$ cat src/rtl/mux_rr_arbiter_pkg.sv
// Shared definitions for the round-robin 4:1 mux arbiter.
//   NUM_REQ  : number of requesters sharing the channel
//   state_t  : arbiter FSM encoding (IDLE / GRANT)
//   LAST_RST : reset value of the round-robin pointer; 3 makes requester 0
//              the first one searched after reset
package mux_rr_arbiter_pkg;
  localparam int NUM_REQ = 4;

  typedef enum logic {
    IDLE  = 1'b0,
    GRANT = 1'b1
  } state_t;

  localparam logic [1:0] LAST_RST = 2'd3;
endpackage

$ cat src/rtl/mux_rr_arbiter_pick.sv
// rr_pick4: combinational round-robin search over four requesters.
//   req   : raw request vector
//   mask  : requesters excluded from this search (e.g. the timed-out owner)
//   last  : previous owner; search order is last+1, last+2, last+3, last
//   idx   : first eligible index in that order
//   found : 1 when any eligible request exists
module rr_pick4
  import mux_rr_arbiter_pkg::*;
(
  input  logic [NUM_REQ-1:0] req,
  input  logic [NUM_REQ-1:0] mask,
  input  logic [1:0]         last,
  output logic [1:0]         idx,
  output logic               found
);
  logic [NUM_REQ-1:0] elig;
  logic [1:0]         cand;

  assign elig = req & ~mask;

  // Walk from the farthest offset to the nearest so the nearest eligible
  // candidate is the one left standing. Offset 4 wraps to 'last' itself.
  always_comb begin
    idx   = '0;
    found = 1'b0;
    cand  = '0;
    for (int k = 4; k >= 1; k--) begin
      cand = last + 2'(k);
      if (elig[cand]) begin
        idx   = cand;
        found = 1'b1;
      end
    end
  end
endmodule

$ cat src/rtl/mux_rr_arbiter.sv
// mux_rr_arbiter: round-robin arbiter owning the select of a 4:1 data mux.
//   clk, reset_n   : clock, asynchronous active-low reset
//   req[3:0]       : level-sensitive requests
//   in0..in3       : requester data
//   gnt[3:0]       : registered one-hot grant (zero when idle)
//   sel[1:0]       : registered index of the owner; keeps last owner when idle
//   busy           : registered, high while an owner holds the channel
//   out            : data of the owner while busy, else 0
// An owner keeps the grant until it drops req, or until it has held for
// MAX_HOLD cycles while someone else waits; handover has no idle bubble.
module mux_rr_arbiter
  import mux_rr_arbiter_pkg::*;
#(
  parameter int DW       = 1,
  parameter int MAX_HOLD = 8,
  parameter int CW       = 3
) (
  input  logic               clk,
  input  logic               reset_n,
  input  logic [NUM_REQ-1:0] req,
  input  logic [DW-1:0]      in0,
  input  logic [DW-1:0]      in1,
  input  logic [DW-1:0]      in2,
  input  logic [DW-1:0]      in3,
  output logic [NUM_REQ-1:0] gnt,
  output logic [1:0]         sel,
  output logic               busy,
  output logic [DW-1:0]      out
);
  state_t       state;
  logic [CW-1:0] hold_cnt;
  logic [1:0]    last;

  logic [NUM_REQ-1:0] pmask;
  logic [1:0]         plast, pidx;
  logic               pfound, hold_max, rel;

  // While granted, the search starts after the current owner (it becomes
  // 'last' on release) and excludes it so a timed-out owner cannot win again.
  assign pmask    = (state == GRANT) ? gnt : '0;
  assign plast    = (state == GRANT) ? sel : last;
  assign hold_max = (hold_cnt == CW'(MAX_HOLD - 1));
  assign rel      = !req[sel] || (hold_max && ((req & ~gnt) != '0));

  rr_pick4 u_pick (
    .req   (req),
    .mask  (pmask),
    .last  (plast),
    .idx   (pidx),
    .found (pfound)
  );

  always_ff @(posedge clk or negedge reset_n) begin
    if (!reset_n) begin
      state    <= IDLE;
      gnt      <= '0;
      sel      <= '0;
      busy     <= 1'b0;
      hold_cnt <= '0;
      last     <= LAST_RST;
    end else begin
      case (state)
        IDLE: begin
          if (pfound) begin
            state    <= GRANT;
            gnt      <= 4'b0001 << pidx;
            sel      <= pidx;
            busy     <= 1'b1;
            hold_cnt <= '0;
          end
        end
        GRANT: begin
          if (rel) begin
            last     <= sel;
            hold_cnt <= '0;
            if (pfound) begin
              gnt <= 4'b0001 << pidx;
              sel <= pidx;
            end else begin
              state <= IDLE;
              gnt   <= '0;
              busy  <= 1'b0;
            end
          end else if (!hold_max) begin
            hold_cnt <= hold_cnt + 1'b1;
          end
        end
        default: state <= IDLE;
      endcase
    end
  end

  always_comb begin
    out = '0;
    if (busy) begin
      case (sel)
        2'd0:    out = in0;
        2'd1:    out = in1;
        2'd2:    out = in2;
        default: out = in3;
      endcase
    end
  end
endmodule
$ cat config.mk
export PLATFORM = sky130hd
export DESIGN_NAME = mux_rr_arbiter
export DESIGN_NICKNAME = d
export VERILOG_FILES = /design/src/rtl/mux_rr_arbiter_pkg.sv /design/src/rtl/mux_rr_arbiter_pick.sv /design/src/rtl/mux_rr_arbiter.sv
export SDC_FILE = /design/constraint.sdc
export NUM_CORES = 1
export LEC_CHECK = 0
export ABC_AREA = 1
export CAP_MARGIN = 20
export CORE_AREA = 2 2 52 54
export DETAILED_ROUTE_END_ITERATION = 6
export DIE_AREA = 0 0 54 56
export PLACE_DENSITY = 0.77
export SYNTH_ARGS = -nofsm -noshare
export SYNTH_HDL_FRONTEND = slang
export SYNTH_SLANG_ARGS = --single-unit
$ cat constraint.sdc
create_clock -name clk -period 1.9 [get_ports clk]
set_input_delay 0.285 -clock clk [delete_from_list [all_inputs] [get_ports clk]]
set_output_delay 0.285 -clock clk [all_outputs]
set_load 0.1 [all_outputs]
; Word level (Yosys, flattened, before mapping)
; Index checks and enable logic that the tools add are counted.
[word_totals]
ff_bits = 13
latch_bits = 0
mem_bits_rw = 0
rom_bits = 0
inputBits = 10
output_inout_bits = 8
word_cells = 77
memories = 0
[op_classes]
addsub = 4
n_mul = 0
n_div = 0
magnitude_cmp = 5
n_eq_ne = 7
shifts = 1
mux = 40
n_bitwise = 5
n_reduce_logical = 9
[ops]
columns = operator, n
row1 = 4-bit 2-to-1 mux, 4
row2 = "2-bit by 3-bit less-than comparator with 1-bit output, second input constant", 5
row3 = 1-bit 2-to-1 mux, 15
row4 = 2-bit 2-to-1 mux, 7
row5 = 1-bit binary-select mux with 2-bit select, 5
row6 = 3-bit 2-to-1 mux, 3
row7 = 4-bit AND, 2
row8 = 4-bit NOT, 2
row9 = 4-bit case mux with 2 select lines, 1
row10 = 3-bit case mux with 2 select lines, 1
row11 = 2-bit AND reduction, 3
row12 = "2-bit adder, second input constant", 2
row13 = "2-bit inequality test, second input constant", 2
row14 = 1-bit case mux with 2 select lines, 2
row15 = 2-bit case mux with 2 select lines, 1
row16 = 4-bit nonzero test, 1
row17 = "1-bit by 2-bit left shift with 4-bit output, first input constant", 1
row18 = "3-bit by 1-bit adder with 3-bit output, second input constant", 1
row19 = "3-bit equality test, second input constant", 1
row20 = "3-bit by 2-bit inequality test with 1-bit output, second input constant", 1
row21 = 1-bit case mux with 3 select lines, 1
row22 = 3-bit AND reduction, 1
row23 = "2-bit by 1-bit adder with 2-bit output, second input constant", 1
row24 = "2-bit by 1-bit equality test with 1-bit output, second input constant", 1
row25 = other kinds (7), 7

; Depth between registers and ports, before layout
; Gate-level depths: netlist of the first run.
[logic_depth]
depth_word = 13
ltp_mapped = 14
ltp_nobuf = 14

; Modules after synthesis
; A second synthesis of the first run with hierarchy kept.
[unflattened]
cells_unflattened = 154
area_unflattened_um2 = 993.5
[modules_own_cells]
columns = module, instances, cells_each, area_per_inst_um2, seq_area_each_um2
row1 = mux_rr_arbiter, 1, 108, 788.3, 327.8
row2 = rr_pick4, 1, 46, 205.2, 0.0

; Worst setup path before layout of the first run
; Ideal clock, no wire load.
[synth_timing]
path_type = reg2out
from = register sel[1]
to = output out
arrival_ns = 2.718
required_time_ns = 1.615
path_slack_ns = -1.103
stages_incl_launch_ff = 5
path_buffers = 0
cell_sequence = dfrtp_1 nand2_1 nand2_1 nand2_1 a21oi_1
[synth_between]
elab_chain_cells = 3
word_cells_on_any_way = 5
classes_between = 2 x eq/ne / 2 x mux / 1 x reduce/logical
[synth_rtl]
columns = element, line
row1 = start: declaration, mux_rr_arbiter.sv:26  ; output logic [1:0] sel,
row2 = start signal: assignment, mux_rr_arbiter.sv:67  ; sel <= pidx;
row3 = start signal: assignment, mux_rr_arbiter.sv:78  ; sel <= pidx;
row4 = 2-bit equality test (tied with other cells), mux_rr_arbiter.sv:96  ; case (sel)
row5 = 1-bit case mux with 3 select lines (*), mux_rr_arbiter.sv:96
row6 = 1-bit 2-to-1 mux (*), mux_rr_arbiter.sv:95  ; if (busy) begin
row7 = end: declaration, mux_rr_arbiter.sv:28  ; output logic [DW-1:0] out
; Mark *: on every way between the ends. The rest lies on a longest branch, timed or not.

; Final worst setup path of the first run
[layout_timing]
from = register state
to = register busy
[layout_between]
elab_chain_cells = 11
word_cells_on_any_way = 25
classes_between = 3 x add/sub / 3 x eq/ne / 15 x mux / 3 x bitwise / 1 x reduce/logical
[layout_rtl]
columns = element, line
row1 = start: declaration, mux_rr_arbiter.sv:30  ; state_t state;
row2 = start signal: assignment, mux_rr_arbiter.sv:55  ; state <= IDLE;
row3 = start signal: assignment, mux_rr_arbiter.sv:65  ; state <= GRANT;
row4 = start signal: assignment, mux_rr_arbiter.sv:80  ; state <= IDLE;
row5 = "parallel branches: the longest is 11 deep, another holds 2-bit adder", --
row6 = end signal: assignment, mux_rr_arbiter.sv:58  ; busy <= 1'b0;
row7 = end signal: assignment, mux_rr_arbiter.sv:68  ; busy <= 1'b1;
row8 = end signal: assignment, mux_rr_arbiter.sv:82  ; busy <= 1'b0;
row9 = end: declaration, mux_rr_arbiter.sv:27  ; output logic busy,
; Parallel ways; which one is timed is not known. The select of a mux whose other input is x is not followed.
; A chain may end at the register's enable or synchronous reset.

==> results of run 1 <==
-- metal layers --
metal | part of all wire, % | global-route usage (%) | up-vias
met3 | 3.0 | 3.226 | 5
met5 | 0 | 0 | -
met1 | 44 | 20.76 | 513
met4 | 0.68 | 4.643 | 0
li1 | - | - | 557
met2 | 52 | 33.28 | 26
-- sequential cells by signal (all words and copies together), names as in the netlist --
register,flops
gnt,4
hold_cnt,3
last,2
sel,2
busy,1
state,1
-- metrics by stage --
stage | cell area (µm²) | hold slack [ns] | cells
after floorplan | 1070 | -0.01059 | 158
after global placement | 1296 | 0.4706 | 209
after detailed placement | 1296 | 0.5027 | 209
after CTS | 1325 | 0.3955 | 213
after global routing | 1455 | 0.4103 | 220
final | 1455 | 0.3844 | 220
-- path summary, 6_finish.rpt --
path | end | slack, ns | cells past startpoint
setup / recovery | busy$_DFFE_PN0P_ | 0.04 | 13
hold / removal | busy$_DFFE_PN0P_ | 0.38 | 1
setup reg to reg | busy$_DFFE_PN0P_ | 0.04 | 13
hold reg to reg | last[1]$_DFFE_PN1P_ | 0.51 | 2
max in group asynchronous | sel[0]$_DFFE_PN0P_ | 1.06 | 1
min in group clk | last[1]$_DFFE_PN1P_ | 0.51 | 2
-- cells by family (layout without fill, tap and decap cells) --
| family | count (synthesis) | count (layout) | share of synthesized area (%) |
|---|---|---|---|
| AND/OR/NAND/NOR | 99 | 99 | 45.28 |
| buffers and inverters | 22 | 54 | 8.602 |
| AO/OA/AOI/OAI | 21 | 21 | 11.23 |
| flip-flops | 13 | 13 | 31.30 |
| adder cells (fa/ha/maj) | 3 | 3 | 3.585 |
-- timing repair --
action | in CTS | in global routing
resized for setup | 1 | 28
setup buffers | 0 | 7
pin swaps | 0 | 5
hold endpoints to repair | 0 | 0
endpoints found under the setup margin | 2 | 9
-- worst reg2reg max path: stages, from the launching register on --
cell and delay (ns):
dfrtp_2 0.48, buf_6 0.14, nand2_1 0.04, nand2_1 0.13, inv_1 0.09, nand2_2 0.07, nand2_2 0.09, nor2_2 0.10
nand3_2 0.10, inv_2 0.07, ha_2 0.26, nand2_1 0.10, nand2_1 0.06, o21ai_1 0.06
-- cell type report --
| class | instances | area share [%] |
|---|---|---|
| clock buffers | 3 | 1.548 |
| flip-flops and latches | 13 | 23.39 |
| well taps | 30 | 2.580 |
| repair buffers | 29 | 17.88 |
| inverters | 21 | 5.761 |
| clock inverters | 1 | 0.3439 |
| multi-input cells | 123 | 48.50 |
-- placed cells by master (no fill, tap or decap), drive strengths merged, types with 2 or more instances in the layout --
master and count:
nand2 85, inv 21, buf 20, o21ai 14, dfrtp 11, clkdlybuf4s50 9, nand3 8, a21oi 6
clkbuf 3, ha 3, nand4 2, dfstp 2, nor2 2
==> impl_metrics.env, run 1 <==
export IMPL_status="finished, final reports clean"
export IMPL_synth_seq_cells=13
export IMPL_fp_dieH_um=56
export IMPL_n_antenna_cell=0
export IMPL_initial_utilization_pct=43.06
export IMPL_grt_ovfl_total=0
export IMPL_fmax_mhz=538.4
export IMPL_max_cap_violations=0
export IMPL_path_buf_inv=3
export IMPL_critical_path_max_fanout=6
export IMPL_critical_path_required_ns=2.11
export IMPL_portBuffers=17
export IMPL_relSlewSlack_pct=58.82
export IMPL_synth_most_common_cell="nand2_1"
export IMPL_crit_type="register to register"
export IMPL_grtUsageTotal_pct=18.18
export IMPL_reg2reg_from="state$_DFF_PN0_"
export IMPL_fp_dieW_um=54
export IMPL_ys_flop_type="dfrtp_1"
export IMPL_yosysSeqAreaShare_pct=31.30
export IMPL_start_kind="register"
export IMPL_syn_area_mm2=0.001047
export IMPL_synth_common_cells="nand2_1 (64), nand2_2 (19), inv_1 (15)"
export IMPL_grt_pass1_wl_mm=4.153
export IMPL_clk_latency_ns=0.28
export IMPL_fin_util_pct=59.83
export IMPL_drt_wl_total_mm=2.808
export IMPL_synth_area_leaders="dfrtp_1 (26%), nand2_1 (23%), nand2_2 (11%), inv_1 (5.4%), dfstp_2 (5.0%)"
export IMPL_antenna_found_initial=0
export IMPL_period_needed_ns=1.857
export IMPL_finalWeightedCongestion=0.8986
export IMPL_drtAntennaViolNets=0
export IMPL_drive_gt1_share_pct=44.21
export IMPL_yosys_area_top_type="dfrtp_1"
export IMPL_fin_crit_sh_pct=97.76
export IMPL_place_ws_ns=-0.02805
export IMPL_arrival_ns=2.07
export IMPL_rows=18
export IMPL_max_stage_delay_ns=0.48
export IMPL_cp_common_cell="nand2_1"
export IMPL_cts_htree_levels=1
export IMPL_fill_cells=220
export IMPL_drc_errors=0
export IMPL_clockRootBuffer="clkbuf_4"
export IMPL_multi_input_area_um2=705.7
export IMPL_final_setup_viol_count=0
export IMPL_area_delta_synth_final_pct=38.95
export IMPL_crit_path_end_kind="register"
export IMPL_skew_ns=0.002806
export IMPL_wl_per_cell_um=12.76
export IMPL_worst_slew_pin_slew_ns=0.6158
export IMPL_synth_edf_count=0
export IMPL_ys_types=21
export IMPL_slowest_stage="dfrtp_2"
export IMPL_via_per_inst=5.005
export IMPL_pin_count=18
export IMPL_dieArea_mm2=0.003024
export IMPL_drt_iter0_drc=26
export IMPL_cts_tree="built"
export IMPL_synthCells=158
export IMPL_synthArstFlopShare_pct=100.0
export IMPL_grt_max_degree=14
export IMPL_path_clk_slew_ns=0.08
export IMPL_cp_cell_sequence="buf_6 -> nand2_1 -> nand2_1 -> inv_1 -> nand2_2 -> nand2_2 -> nor2_2 -> nand3_2 -> inv_2 -> ha_2 -> nand2_1 -> nand2_1 -> o21ai_1"
export IMPL_cts_buffers=3
export IMPL_postSynthAreaPerCell_um2=6.628
export IMPL_finalHoldViolCount=0
export IMPL_finalWorstSetupSlack_ns=0.04255
export IMPL_synth_nets=171
export IMPL_grt_pass1_vias=1045
export IMPL_worstSetupStartpoint="state$_DFF_PN0_"
export IMPL_hpwl_mm=1.996
export IMPL_hp_class="input port to async pin"
export IMPL_ys_warnings_count=0
export IMPL_dr_pass1_iters=4
export IMPL_seqCellArea_um2=340.3
export IMPL_fp_coreArea_mm2=0.002432
export IMPL_nets=204
export IMPL_final_setup_tns_ns=0
export IMPL_routed_via_count=1101
export IMPL_slew_violations=0
export IMPL_critical_path_top_delay_family="simple AND/OR/NAND/NOR gates"
export IMPL_cts_sinks=13
export IMPL_synth_top_area_share_pct=26.28
export IMPL_cts_buffer_depth=2
export IMPL_hold_buffers=0
Power of run 1 is not shown: default switching activity piles up to over one toggle a cycle in this logic, so the estimate is an artifact.
==> run 2: changes to the inputs <==
--- a/config.mk
+++ b/config.mk
@@ -5,12 +5,11 @@
 export SDC_FILE = /design/constraint.sdc
 export NUM_CORES = 1
 export LEC_CHECK = 0
-export ABC_AREA = 1
 export CAP_MARGIN = 20
-export CORE_AREA = 2 2 52 54
+export CORE_AREA = 2 2 47 49
 export DETAILED_ROUTE_END_ITERATION = 6
-export DIE_AREA = 0 0 54 56
-export PLACE_DENSITY = 0.77
+export DIE_AREA = 0 0 49 51
+export PLACE_DENSITY = 0.79
 export SYNTH_ARGS = -nofsm -noshare
 export SYNTH_HDL_FRONTEND = slang
 export SYNTH_SLANG_ARGS = --single-unit
==> run 2 against run 1 <==
  * Flip-flop and latch count unchanged
  * Worst setup slack got worse by 0.014 ns
  * Area after synthesis decreased by 19%
  * Synthesized cell count decreased by 53%
  * Clock-buffer cell count increased by 1
  * Register-to-register slack improved by 0.06 ns
  * Critical path depth decreased by 6
  * Maximum frequency decreased by 0.76%
  * Global-route usage increased by 0.13 points
  * Die area decreased by 17%
  * Highest routed layer unchanged
==> impl_metrics.env, run 2 <==
export IMPL_status="finished, final reports clean"
export IMPL_synth_area_leaders="dfrtp_1 (32%), dfstp_2 (6.2%), o2bb2ai_1 (6.2%), ha_1 (4.4%), mux2_2 (4.0%)"
export IMPL_grtUsageTotal_pct=18.31
export IMPL_ys_warnings_count=0
export IMPL_max_cap_violations=0
export IMPL_syn_area_um2=849.6
export IMPL_hpwl_mm=1.514
export IMPL_path_buf_inv=2
export IMPL_fin_crit_sh_pct=98.51
export IMPL_antenna_found_initial=0
export IMPL_synth_top_area_share_pct=32.40
export IMPL_n_antenna_cell=0
export IMPL_yosys_area_top_type="dfrtp_1"
export IMPL_leakagePower_nw=0.5252
export IMPL_wl_per_cell_um=14.98
export IMPL_hp_class="input port to async pin"
export IMPL_via_per_inst=5.141
export IMPL_drtAntennaViolNets=0
export IMPL_area_delta_synth_final_pct=41.38
export IMPL_grt_pass1_wl_mm=3.401
export IMPL_critical_path_max_fanout=4
export IMPL_path_clk_slew_ns=0.08
export IMPL_drt_wl_total_mm=2.022
export IMPL_grt_pass1_vias=724
export IMPL_finalWeightedCongestion=0.9439
export IMPL_final_setup_tns_ns=0
export IMPL_dr_pass1_iters=4
export IMPL_largest_register_ff_count=4
export IMPL_cts_buffer_depth=2
export IMPL_drc_errors=0
export IMPL_synth_common_cells="dfrtp_1 (11), nand2_1 (8), o2bb2ai_1 (6)"
export IMPL_arrival_ns=2.07
export IMPL_synth_seq_cells=13
export IMPL_finalHoldViolCount=0
export IMPL_grt_ovfl_total=0
export IMPL_comb_power_share_pct=66.5
export IMPL_synth_edf_count=0
export IMPL_crit_path_end_kind="register"
export IMPL_power_frac_seq_pct=25.6
export IMPL_worstSetupStartpoint="req[0]"
export IMPL_dieArea_mm2=0.002499
export IMPL_instances_no_fill=135
export IMPL_p_sw_w=0.001072
export IMPL_ys_flop_type="dfrtp_1"
export IMPL_synth_nets=88
export IMPL_synthArstFlopShare_pct=100.0
export IMPL_critical_path_top_delay_family="buffers and inverters"
export IMPL_ys_types=35
export IMPL_skew_ns=0.001963
export IMPL_relSlewSlack_pct=57.62
export IMPL_grt_max_degree=14
export IMPL_synth_most_common_cell="dfrtp_1"
export IMPL_initial_utilization_pct=41.18
export IMPL_period_needed_ns=1.872
export IMPL_drive_gt1_share_pct=42.99
export IMPL_crit_type="input port to register"
export IMPL_final_setup_viol_count=0
export IMPL_max_stage_delay_ns=0.54
export IMPL_hold_buffers=0
export IMPL_max_vdd_ir_drop_mv=1.152
export IMPL_fill_cells=171
export IMPL_fp_dieW_um=49
export IMPL_start_kind="input port"
export IMPL_final_common_cell="buf_4"
export IMPL_drt_iter0_drc=4
export IMPL_cts_buffers=3
export IMPL_power_share_clock_pct=7.9
export IMPL_power_density_mw_per_mm2=1771
export IMPL_p_int_w=0.001054
export IMPL_worst_slew_pin_slew_ns=0.6338
export IMPL_fp_dieH_um=51
export IMPL_regMostFlops="gnt"
export IMPL_synthCells=75
export IMPL_cts_tree="built"
export IMPL_cts_sinks=13
export IMPL_pin_count=18
export IMPL_final_cell_mix="buf_4 (18), clkdlybuf4s50_1 (9), nand2_1 (8), o2bb2ai_1 (6)"
export IMPL_timing_hold_ws_ns=0.4029
export IMPL_cp_cell_sequence="clkdlybuf4s50_1 -> a21boi_0 -> nor4_2 -> buf_4 -> ha_1 -> or3_1 -> mux2i_1"
export IMPL_slowest_stage="clkdlybuf4s50_1"
export IMPL_slew_violations=0
export IMPL_routed_via_count=694
export IMPL_fmax_mhz=534.3
export IMPL_nets=121
export IMPL_reg_top3="gnt: 4 flops, hold_cnt: 3 flops"
export IMPL_portBuffers=17
export IMPL_clockRootBuffer="clkbuf_4"
export IMPL_cts_htree_levels=1
export IMPL_yosysSeqAreaShare_pct=38.59
export IMPL_postSynthAreaPerCell_um2=11.33
export IMPL_dp_cells=130
export IMPL_swShare_pct=50.42
export IMPL_critical_path_required_ns=2.10
export IMPL_reg2reg_slack_ns=0.10
export IMPL_reg2reg_from="sel[0]$_DFFE_PN0P_"
export IMPL_rows=17
export IMPL_fp_coreArea_mm2=0.002063
export IMPL_clk_latency_ns=0.27
run 2: changes by cell type after synthesis, moves of 5 or more:
cell / delta
o21ai_1: -5
inv_1: -11
inv_2: -6
o2bb2ai_1: +6
o21ai_0: -5
nand2_1: -56
nand2_2: -19
run 2: cell families after synthesis:
kind of cell | Yosys count | synth area share [%]
adder cells (fa/ha/maj) | 3 | 4.419
multiplexers | 9 | 14.87
AO/OA/AOI/OAI | 23 | 24.45
buffers and inverters | 5 | 2.651
flip-flops | 13 | 38.59
AND/OR/NAND/NOR | 22 | 15.02
run 2: metal layers:
metal / GRT usage [%] / vias to the layer above / wire [µm]
met4: 8.571 / 0 / 9
met2: 29.68 / 10 / 969
met1: 24.15 / 332 / 1001
li1: - / 350 / -
met5: 0 / - / 0
met3: 2.924 / 2 / 41
run 2: final timing paths:
check                                                to  cells past startpoint
worst min register to register  hold_cnt[0]$_DFFE_PN0P_                      1
worst min-delay path            hold_cnt[2]$_DFFE_PN0P_                      1
max in group asynchronous            sel[0]$_DFFE_PN0P_                      1
worst max-delay path            hold_cnt[0]$_DFFE_PN0P_                      7
worst max register to register       gnt[2]$_DFFE_PN0P_                      5
min in group clk                hold_cnt[0]$_DFFE_PN0P_                      1
run 2: final cells by class:
| type | instances | area [µm²] | share of cell area (%) |
|---|---|---|---|
| Inverter | 4 | 15.01 | 1.250 |
| Tap cell | 28 | 35.03 | 2.917 |
| Clock buffer | 4 | 26.28 | 2.188 |
| Sequential cell | 13 | 344.1 | 28.65 |
| Multi-Input combinational cell | 57 | 515.5 | 42.92 |
| Timing Repair Buffer | 29 | 265.3 | 22.08 |
run 2: worst reg2reg max path: cells and delay by family (launching register included):
| kind | cells | cell delay, ns |
|---|---|---|
| mux | 1 | 0.50 |
| flops | 1 | 0.49 |
| compound gates | 2 | 0.44 |
| buf+inv | 1 | 0.15 |
| simple gates | 1 | 0.14 |
run 2: metrics by stage:
stage / util, % / cell area [µm²] / setup slack [ns] / power [W]
floorplan: - / 865.8 / -0.03921 / 0.001486
global placement: 55.79 / 1151 / -0.1704 / 0.001870
detailed placement: 55.79 / 1151 / -0.2656 / 0.001902
CTS: 57.91 / 1195 / 0.007773 / 0.002118
global route: 58.22 / 1201 / -0.01134 / 0.002270
finish: 58.22 / 1201 / 0.02836 / 0.002127
run 2: what timing repair did:
action / CTS / global route
endpoints found under the setup margin: 4 / 9
gates resized for setup: 2 / 4
pin swaps: 0 / 0
buffers inserted: 1 / 0
cloned: 0 / 0
run 2: power by group through the flow:
stage               logic, W  registers (W)  clock network [W]
finish               0.00141       0.000545           0.000169
global placement     0.00133       0.000540                  0
detailed placement   0.00136       0.000546                  0
CTS                  0.00140       0.000540           0.000178
floorplan           0.000556       0.000930                  0
global route         0.00151       0.000565           0.000194
(Power assumes the default switching activity.)
